<file path="src/rtl/imem_fetch_ctrl.sv">
// Instruction fetch sequencer: owns the PC, issues word reads to the
// instruction memory, holds each returned word for decode until it is
// accepted, applies branch redirects and stops fetching at HALT_ADDR.
//
// state  | meaning
// -------+---------------------------------------------------------------
// ISSUE  | read strobe asserted for the word at pc
// WAIT   | counting down the memory latency; capture when the count is 0
// HOLD   | instruction presented to decode, held while stall_flag is high
// HALT   | pc reached HALT_ADDR; no further reads until reset
`timescale 1ns/1ps
module imem_fetch_ctrl #(
    parameter logic [31:0] RESET_PC    = 32'd0,
    parameter logic [31:0] HALT_ADDR   = 32'd100,
    parameter int unsigned MEM_LATENCY = 1,
    parameter int unsigned ADDR_W      = 10
) (
    input  logic              clk,
    input  logic              reset,
    input  logic              stall_flag,
    input  logic              branch_taken,
    input  logic [31:0]       branch_target,
    output logic              imem_rd_en,
    output logic [ADDR_W-1:0] imem_addr,
    input  logic [31:0]       imem_rdata,
    output logic [31:0]       inp_instn,
    output logic              inst_valid,
    output logic [31:0]       pc_to_branch,
    output logic [31:0]       nextpc,
    output logic              halted,
    output logic              misalign
);

    typedef enum logic [1:0] {
        ST_ISSUE,
        ST_WAIT,
        ST_HOLD,
        ST_HALT
    } state_t;

    // A reset PC that already sits on the halt address never fetches.
    localparam state_t     RESET_STATE = (RESET_PC == HALT_ADDR) ? ST_HALT : ST_ISSUE;
    localparam logic [2:0] WAIT_INIT   = 3'(MEM_LATENCY - 1);

    state_t      state_q, state_d;
    logic [31:0] pc_q, pc_d;
    logic [2:0]  cnt_q, cnt_d;
    logic [31:0] instn_q, instn_d;
    logic        valid_q, valid_d;
    logic [31:0] pc_br_q, pc_br_d;
    logic [31:0] nextpc_q, nextpc_d;
    logic        misalign_q, misalign_d;

    logic [31:0] pc_plus4;
    logic [31:0] br_pc;

    assign pc_plus4 = pc_q + 32'd4;
    assign br_pc    = {branch_target[31:2], 2'b00};

    // Next-state and datapath updates; a redirect outranks capture and accept.
    always_comb begin
        state_d    = state_q;
        pc_d       = pc_q;
        cnt_d      = cnt_q;
        instn_d    = instn_q;
        valid_d    = valid_q;
        pc_br_d    = pc_br_q;
        nextpc_d   = nextpc_q;
        misalign_d = misalign_q;

        if (branch_taken && (state_q != ST_HALT)) begin
            // In-flight read data is simply never captured after this.
            pc_d    = br_pc;
            valid_d = 1'b0;
            cnt_d   = 3'd0;
            state_d = (br_pc == HALT_ADDR) ? ST_HALT : ST_ISSUE;
            if (branch_target[1:0] != 2'b00) begin
                misalign_d = 1'b1;
            end
        end else begin
            case (state_q)
                ST_ISSUE: begin
                    state_d = ST_WAIT;
                    cnt_d   = WAIT_INIT;
                end
                ST_WAIT: begin
                    if (cnt_q == 3'd0) begin
                        instn_d  = imem_rdata;
                        pc_br_d  = pc_q;
                        nextpc_d = pc_plus4;
                        valid_d  = 1'b1;
                        state_d  = ST_HOLD;
                    end else begin
                        cnt_d = cnt_q - 3'd1;
                    end
                end
                ST_HOLD: begin
                    if (!stall_flag) begin
                        pc_d    = pc_plus4;
                        valid_d = 1'b0;
                        state_d = (pc_plus4 == HALT_ADDR) ? ST_HALT : ST_ISSUE;
                    end
                end
                ST_HALT: begin
                    valid_d = 1'b0;
                end
            endcase
        end
    end

    // State and datapath registers with synchronous reset.
    always_ff @(posedge clk) begin
        if (reset) begin
            state_q    <= RESET_STATE;
            pc_q       <= RESET_PC;
            cnt_q      <= 3'd0;
            instn_q    <= 32'd0;
            valid_q    <= 1'b0;
            pc_br_q    <= 32'd0;
            nextpc_q   <= 32'd0;
            misalign_q <= 1'b0;
        end else begin
            state_q    <= state_d;
            pc_q       <= pc_d;
            cnt_q      <= cnt_d;
            instn_q    <= instn_d;
            valid_q    <= valid_d;
            pc_br_q    <= pc_br_d;
            nextpc_q   <= nextpc_d;
            misalign_q <= misalign_d;
        end
    end

    // Strobe and halt flag decode from state; held low while reset is asserted.
    assign imem_rd_en   = (state_q == ST_ISSUE) && !reset;
    assign halted       = (state_q == ST_HALT) && !reset;
    assign imem_addr    = pc_q[ADDR_W+1:2];
    assign inp_instn    = instn_q;
    assign inst_valid   = valid_q;
    assign pc_to_branch = pc_br_q;
    assign nextpc       = nextpc_q;
    assign misalign     = misalign_q;

endmodule

</file>
<file path="config.mk">
export PLATFORM = sky130hd
export DESIGN_NAME = imem_fetch_ctrl
export DESIGN_NICKNAME = d
export VERILOG_FILES = /design/src/rtl/imem_fetch_ctrl.sv
export SDC_FILE = /design/constraint.sdc
export NUM_CORES = 1
export LEC_CHECK = 0
export BUFFER_PORTS_ARGS = -buffer_cell sky130_fd_sc_hd__buf_2
export CAP_MARGIN = 10
export CORE_ASPECT_RATIO = 0.6
export CORE_MARGIN = 2
export CORE_UTILIZATION = 34
export CTS_CLUSTER_DIAMETER = 30
export DETAILED_ROUTE_END_ITERATION = 12
export GPL_ROUTABILITY_DRIVEN = 0
export GPL_TIMING_DRIVEN = 0
export MAX_ROUTING_LAYER = met4
export SLEW_MARGIN = 25
export SYNTH_ARGS = -nofsm -noshare
export SYNTH_HDL_FRONTEND = slang
export SYNTH_SLANG_ARGS = --single-unit
</file>
<file path="constraint.sdc">
create_clock -name clk -period 3.05 [get_ports clk]
set_input_delay 0.305 -clock clk [delete_from_list [all_inputs] [get_ports clk]]
set_output_delay 0.305 -clock clk [all_outputs]
set_load 0.01 [all_outputs]
</file>
Word-level counts from Yosys, hierarchy flattened
Index checks and enable logic that the tools add are counted.
{"block": "word_totals", "regBits": 135, "latch_bits": 0, "mem_bits_rw": 0, "romBits": 0, "input_bits": 68, "out_inout_bits": 110, "elab_cells": 58, "n_memories": 0}
{"block": "classes", "add_sub_neg": 2, "mul": 0, "div": 0, "order_cmp": 0, "n_eq_ne": 12, "n_shift": 0, "mux": 14, "n_bitwise": 2, "n_reduce_logical": 19}
{"op": "32-bit two-way mux", "count": 3}
{"op": "32-bit by 3-bit adder with 32-bit output (second input constant)", "count": 1}
{"op": "32-bit by 7-bit == test with 1-bit output (second input constant)", "count": 1}
{"op": "30-bit by 5-bit == test with 1-bit output (second input constant)", "count": 1}
{"op": "2-bit two-way mux", "count": 5}
{"op": "3-bit AND reduction", "count": 3}
{"op": "2-bit != test (second input constant)", "count": 4}
{"op": "2-bit AND reduction", "count": 4}
{"op": "3-bit != test (second input constant)", "count": 2}
{"op": "2-bit one-hot mux with 3 select lines", "count": 1}
{"op": "3-bit one-hot mux with 2 select lines", "count": 1}
{"op": "2-bit nonzero test", "count": 3}
{"op": "2-bit == test (second input constant)", "count": 2}
{"op": "4-bit nonzero test", "count": 1}
{"op": "1-bit logical AND", "count": 3}
{"op": "3-bit zero test", "count": 1}
{"op": "3-bit two-way mux", "count": 1}
{"op": "1-bit one-hot mux with 3 select lines", "count": 1}
{"op": "3-bit nonzero test", "count": 1}
{"op": "3-bit by 1-bit subtractor with 3-bit output (second input constant)", "count": 1}
{"op": "2-bit by 1-bit == test with 1-bit output (second input constant)", "count": 1}
{"op": "2-bit zero test", "count": 1}
{"op": "1-bit two-way mux", "count": 2}
{"op": "2-bit by 1-bit != test with 1-bit output (second input constant)", "count": 1}
{"op": "3 further kinds", "count": 4}

Longest topological paths before layout
{"block": "depth", "depth_word": 6, "depth_mapped": 10, "ltp_nobuf": 9}

Least setup slack after synthesis
No wires, ideal clock.
{"block": "synth_path", "kind": "reg2reg", "start": "register pc_q[2]", "end": "register state_q[0]", "setup_ps": 96, "arrival_ps": 2421, "required_ps": 2954, "path_slack_ps": 533, "stages_incl_launch_ff": 10, "path_buffers": 1, "synth_period_minus_slack_ps": 2517, "cell_sequence": "dfxtp_1 ha_1 buf_2 nand4_1 or2_2 nor2_2 a31oi_1 nand4bb_1 or4_4 o41ai_2"}
{"block": "synth_via", "elab_chain_cells": 6}
{"element": "from (decl)", "line": "46", "rtl": "logic [31:0] pc_q, pc_d;"}
{"element": "from (signal assigned)", "line": "124", "rtl": "pc_q <= pc_d;"}
{"element": "32-bit by 3-bit adder with 32-bit output", "line": "57", "rtl": "assign pc_plus4 = pc_q + 32'd4;"}
{"element": "32-bit by 7-bit == test with 1-bit output", "line": "101", "rtl": "state_d = (pc_plus4 == HALT_ADDR) ? ST_HALT : ST_ISSUE;"}
{"element": "2-bit two-way mux", "line": "101"}
{"element": "2-bit two-way mux", "line": "98", "rtl": "if (!stall_flag) begin"}
{"element": "2-bit one-hot mux with 3 select lines", "line": "81", "rtl": "case (state_q)"}
{"element": "2-bit two-way mux", "line": "71", "rtl": "if (branch_taken && (state_q != ST_HALT)) begin"}
{"element": "to (signal assigned)", "line": "123", "rtl": "state_q <= state_d;"}
{"element": "to (decl)", "line": "45", "rtl": "state_t state_q, state_d;"}
No other way between the ends. The select of a mux whose other input is x is not followed.
A chain may end at the register's enable or synchronous reset.

Final worst setup path
{"block": "layout_path", "start": "register pc_q[6]", "end": "register state_q[0]"}
Same word-level chain as after synthesis.

==> summary.txt <==
RUN STATUS
--------------------------------------------------------------------------------
Status ............................................................ finished clean

SYNTH
--------------------------------------------------------------------------------
Total standard cell area after synthesis ..........................    6220 um^2
Distinct cell type count after synthesis ..........................           53
Cell type with the highest aggregate area in the netlist .......... sky130_fd_sc_hd__dfxtp_1
Yosys warning total ...............................................            0
Post-synth EDFFs ..................................................            0
Average cell area after synthesis .................................    7.96 um^2
Predominant post-synthesis flop cell .............................. sky130_fd_sc_hd__dfxtp_1
Most area-consuming cells after synthesis ......................... sky130_fd_sc_hd__dfxtp_1 41%, sky130_fd_sc_hd__nand2_1 9.5%, sky130_fd_sc_hd__a211oi_1 5.8%
Sequential share of the synthesized area ..........................        41.5%
Post-synth top area share .........................................        41.5%
Synth Register Bits ...............................................          129
Synth async-reset ratio ...........................................           0%
Synthesized netlist cell count ....................................          782

TIMING
--------------------------------------------------------------------------------
Final Setup Violations ............................................            0
Slew headroom .....................................................        45.3%
Setup clock skew after layout .....................................      10.3 ps
Max Slew Vio Count ................................................            0
Worst hold slack across all endpoints .............................       105 ps
Max Clock Freq ....................................................    0.342 GHz
Part of the cycle the worst path needs ............................        96.0%
Setup Total Neg Slack .............................................         0 ps
Min Clock Period, post-route ......................................      2930 ps
Pin slew with the least headroom to its limit .....................       813 ps
Number of hold-slack violations in the final timing report ........            0

CRITICAL PATH
--------------------------------------------------------------------------------
Cell with the largest stage delay on the worst path ............... sky130_fd_sc_hd__or4_4
Maximum fanout count along the critical path ......................           10
CP Class .......................................................... flop to flop
Reg2Reg Depth .....................................................            9
Critical path data arrival time ...................................      3250 ps
Element type at the critical path start ...........................         flop
Req. time, crit path ..............................................      3380 ps
Element type at the critical path end .............................         flop
Peak per-stage delay on the critical path .........................       580 ps
Series of cell instances along the critical path .................. buf_2 -> nand3_4 -> or3_1 -> clkbuf_1 -> nor3_1 -> xnor2_1 -> o2111ai_2 -> or4_4 -> o41ai_2

CLOCK NETWORK
--------------------------------------------------------------------------------
Clock latency on the worst-skew pair ..............................       420 ps
Clk pin slew, worst setup/hold paths ..............................        70 ps
Clock Tree Root ................................................... sky130_fd_sc_hd__clkbuf_16
H-tree levels .....................................................            4
Number of CTS-inserted buffers ....................................           17
CTS Buffer Depth ..................................................            2
Clk sinks .........................................................          129
Clock tree from TritonCTS .........................................         done

GLOBAL ROUTE
--------------------------------------------------------------------------------
Final global-route overflow total .................................            0
Pin count of the biggest net entering global routing ..............           17
Wire length of the first global-routing pass ......................     31800 um
Number of antenna violations at the first check in global routing .            0
Via count of the first global-routing pass ........................         5613
Tot GR Track Use ..................................................        22.3%

DIE
--------------------------------------------------------------------------------
Standard-cell rows ................................................           38
Height of the die .................................................       109 um
DIE WIDTH .........................................................       179 um
Number of top-level pins ..........................................          178
Core Region .......................................................   18000 um^2
Starting density of the core ......................................        34.5%
Die area ..........................................................   19400 um^2

POWER AND IR DROP
--------------------------------------------------------------------------------
Pint ..............................................................    0.00305 W
Flop pwr share ....................................................        41.7%
Proportion of power drawn by the clock network ....................        45.5%
Combinational share of power ......................................        12.7%
Leakage power .....................................................      3.19 nW
Net switching power of the design .................................    0.00129 W
Power density cells ...............................................  538 nW/um^2
Switching share of power ..........................................        29.7%
Largest voltage drop on the vdd net ...............................   0.000310 V

DRT
--------------------------------------------------------------------------------
Total vias in the final route .....................................         6208
Average detailed-routed wire length per instance ..................      17.0 um
Via density per instance ..........................................         5.04
Detailed Route Iter0 Violations ...................................          459
Routed Wire Length ................................................     21000 um
Pre-Repair DR Iteration Count .....................................            6
Final antenna-violating net count .................................            0
# DRC .............................................................            0

JOB
--------------------------------------------------------------------------------
Number of violations of the max-capacitance limit .................            0

WORST HOLD PATH
--------------------------------------------------------------------------------
Number of stages on the worst hold path ...........................            3
Worst hold-check path type ........................................ input port to flop

LAYOUT
--------------------------------------------------------------------------------
Layout fillers ....................................................         1888
Inserted Diodes ...................................................            0
Share of the core filled with cells ...............................        44.8%
Fin cells .........................................................         1232
Nets@finish .......................................................         1057
Layout cell share with drive strength beyond 1 ....................        27.1%
Synthesis-to-layout area growth ...................................        29.6%

PLACEMENT
--------------------------------------------------------------------------------
Hpwl dp ...........................................................     16100 um
# port buffers ....................................................          173
Number of placed cells counting well taps .........................         1199

registers in the layout, summed over array words and instances (netlist names):
| signal | flops |
|---|---|
| state_q | 2 |
| cnt_q | 3 |
| misalign | 1 |
| pc_to_branch | 30 |
| pc_q | 30 |
| inst_valid | 1 |
| inp_instn | 32 |
| nextpc | 30 |
worst max-delay path: cells and delay by family (launching register included):
| kind | cells | cell delay [ps] |
|---|---|---|
| simple gates | 4 | 1390 |
| compound gates | 2 | 470 |
| buf+inv | 2 | 430 |
| flops | 1 | 340 |
| xor+xnor | 1 | 200 |
synthesized netlist by cell type, drive strengths merged (11+ instances only):
master and count:
a211oi 48, a21oi 70, buf 34, clkbuf 50
dfxtp 129, inv 11, nand2 159, nand3 22
nand4 13, nor2 75, nor3 18, nor4 13
o21ai 12, xnor2 33, xor2 24
worst paths after layout:
kind / startpoint / slack (ps) / to
max reg2reg: pc_q[6] / 120 / state_q[0]
max: pc_q[6] / 120 / state_q[0]
min reg2reg: misalign / 450 / misalign
min: imem_rdata[21] / 110 / inp_instn[21]
placed cells by master (no fill, tap or decap), drive strengths merged, types with 18 or more instances in the layout:
cell	Yosys	layout
xnor2	33	33
nand3	22	22
a21oi	70	70
clkbuf	50	69
nand2	159	159
a211oi	48	48
nor2	75	75
inv	11	19
nor3	18	18
xor2	24	24
dfxtp	129	129
buf	34	207
through the flow:
| step | setup slack, ps | area [um^2] | total power [W] |
|---|---|---|---|
| 6_report | 123 | 8060 | 0.00434 |
| 5_1_grt | -2.89 | 8060 | 0.00450 |
| 3_3_place_gp | -624 | 7400 | 0.00238 |
| 3_5_place_dp | -126 | 7410 | 0.00239 |
| 2_1_floorplan | 533 | 6230 | 0.00217 |
| 4_1_cts | 41.6 | 8000 | 0.00436 |
layout make-up:
cell class                      count  area [um^2]  share of cell area, %
Clock buffer                       17          425                   5.28
Inverter                           11         41.3                  0.512
Timing Repair Buffer              175          878                   10.9
Clock inverter                     15          141                   1.75
Multi-Input combinational cell    561         3270                   40.5
Sequential cell                   129         2580                   32.1
Buffer                             84          427                   5.29
Tap cell                          240          300                   3.72
power groups by stage:
stage / clock (W) / sequential [W] / combinational, W
after floorplan: 0 / 0.00185 / 0.000313
after global placement: 0 / 0.00184 / 0.000538
after detailed placement: 0 / 0.00185 / 0.000540
after CTS: 0.00201 / 0.00181 / 0.000545
after global routing: 0.00207 / 0.00182 / 0.000610
final: 0.00198 / 0.00181 / 0.000553
what timing repair did:
item,in CTS,in global routing
setup endpoints to repair,17,32
buffers inserted,0,1
hold buffers,0,0
pin swaps,0,1
endpoints found under the hold margin,0,0
gates resized for setup,5,15
cells by family after synthesis:
logic type | Yosys count | synth area share, %
compound gates | 155 | 15.7
xor+xnor | 57 | 8.02
fa+ha+maj | 10 | 2.01
buf+inv | 95 | 7.42
flops | 129 | 41.5
mux | 1 | 0.161
other cells | 1 | 0.0603
simple gates | 334 | 25.1
routing by layer:
| layer | wire [um] | up-vias | track usage (%) |
|---|---|---|---|
| met4 | 180 | 0 | 5.34 |
| met2 | 8360 | 245 | 30.3 |
| met3 | 1930 | 17 | 4.71 |
| li1 | - | 3048 | - |
| met1 | 10500 | 2898 | 33.2 |
| met5 | 0 | - | - |
No activity file was read; power rests on OpenSTA's default activity.
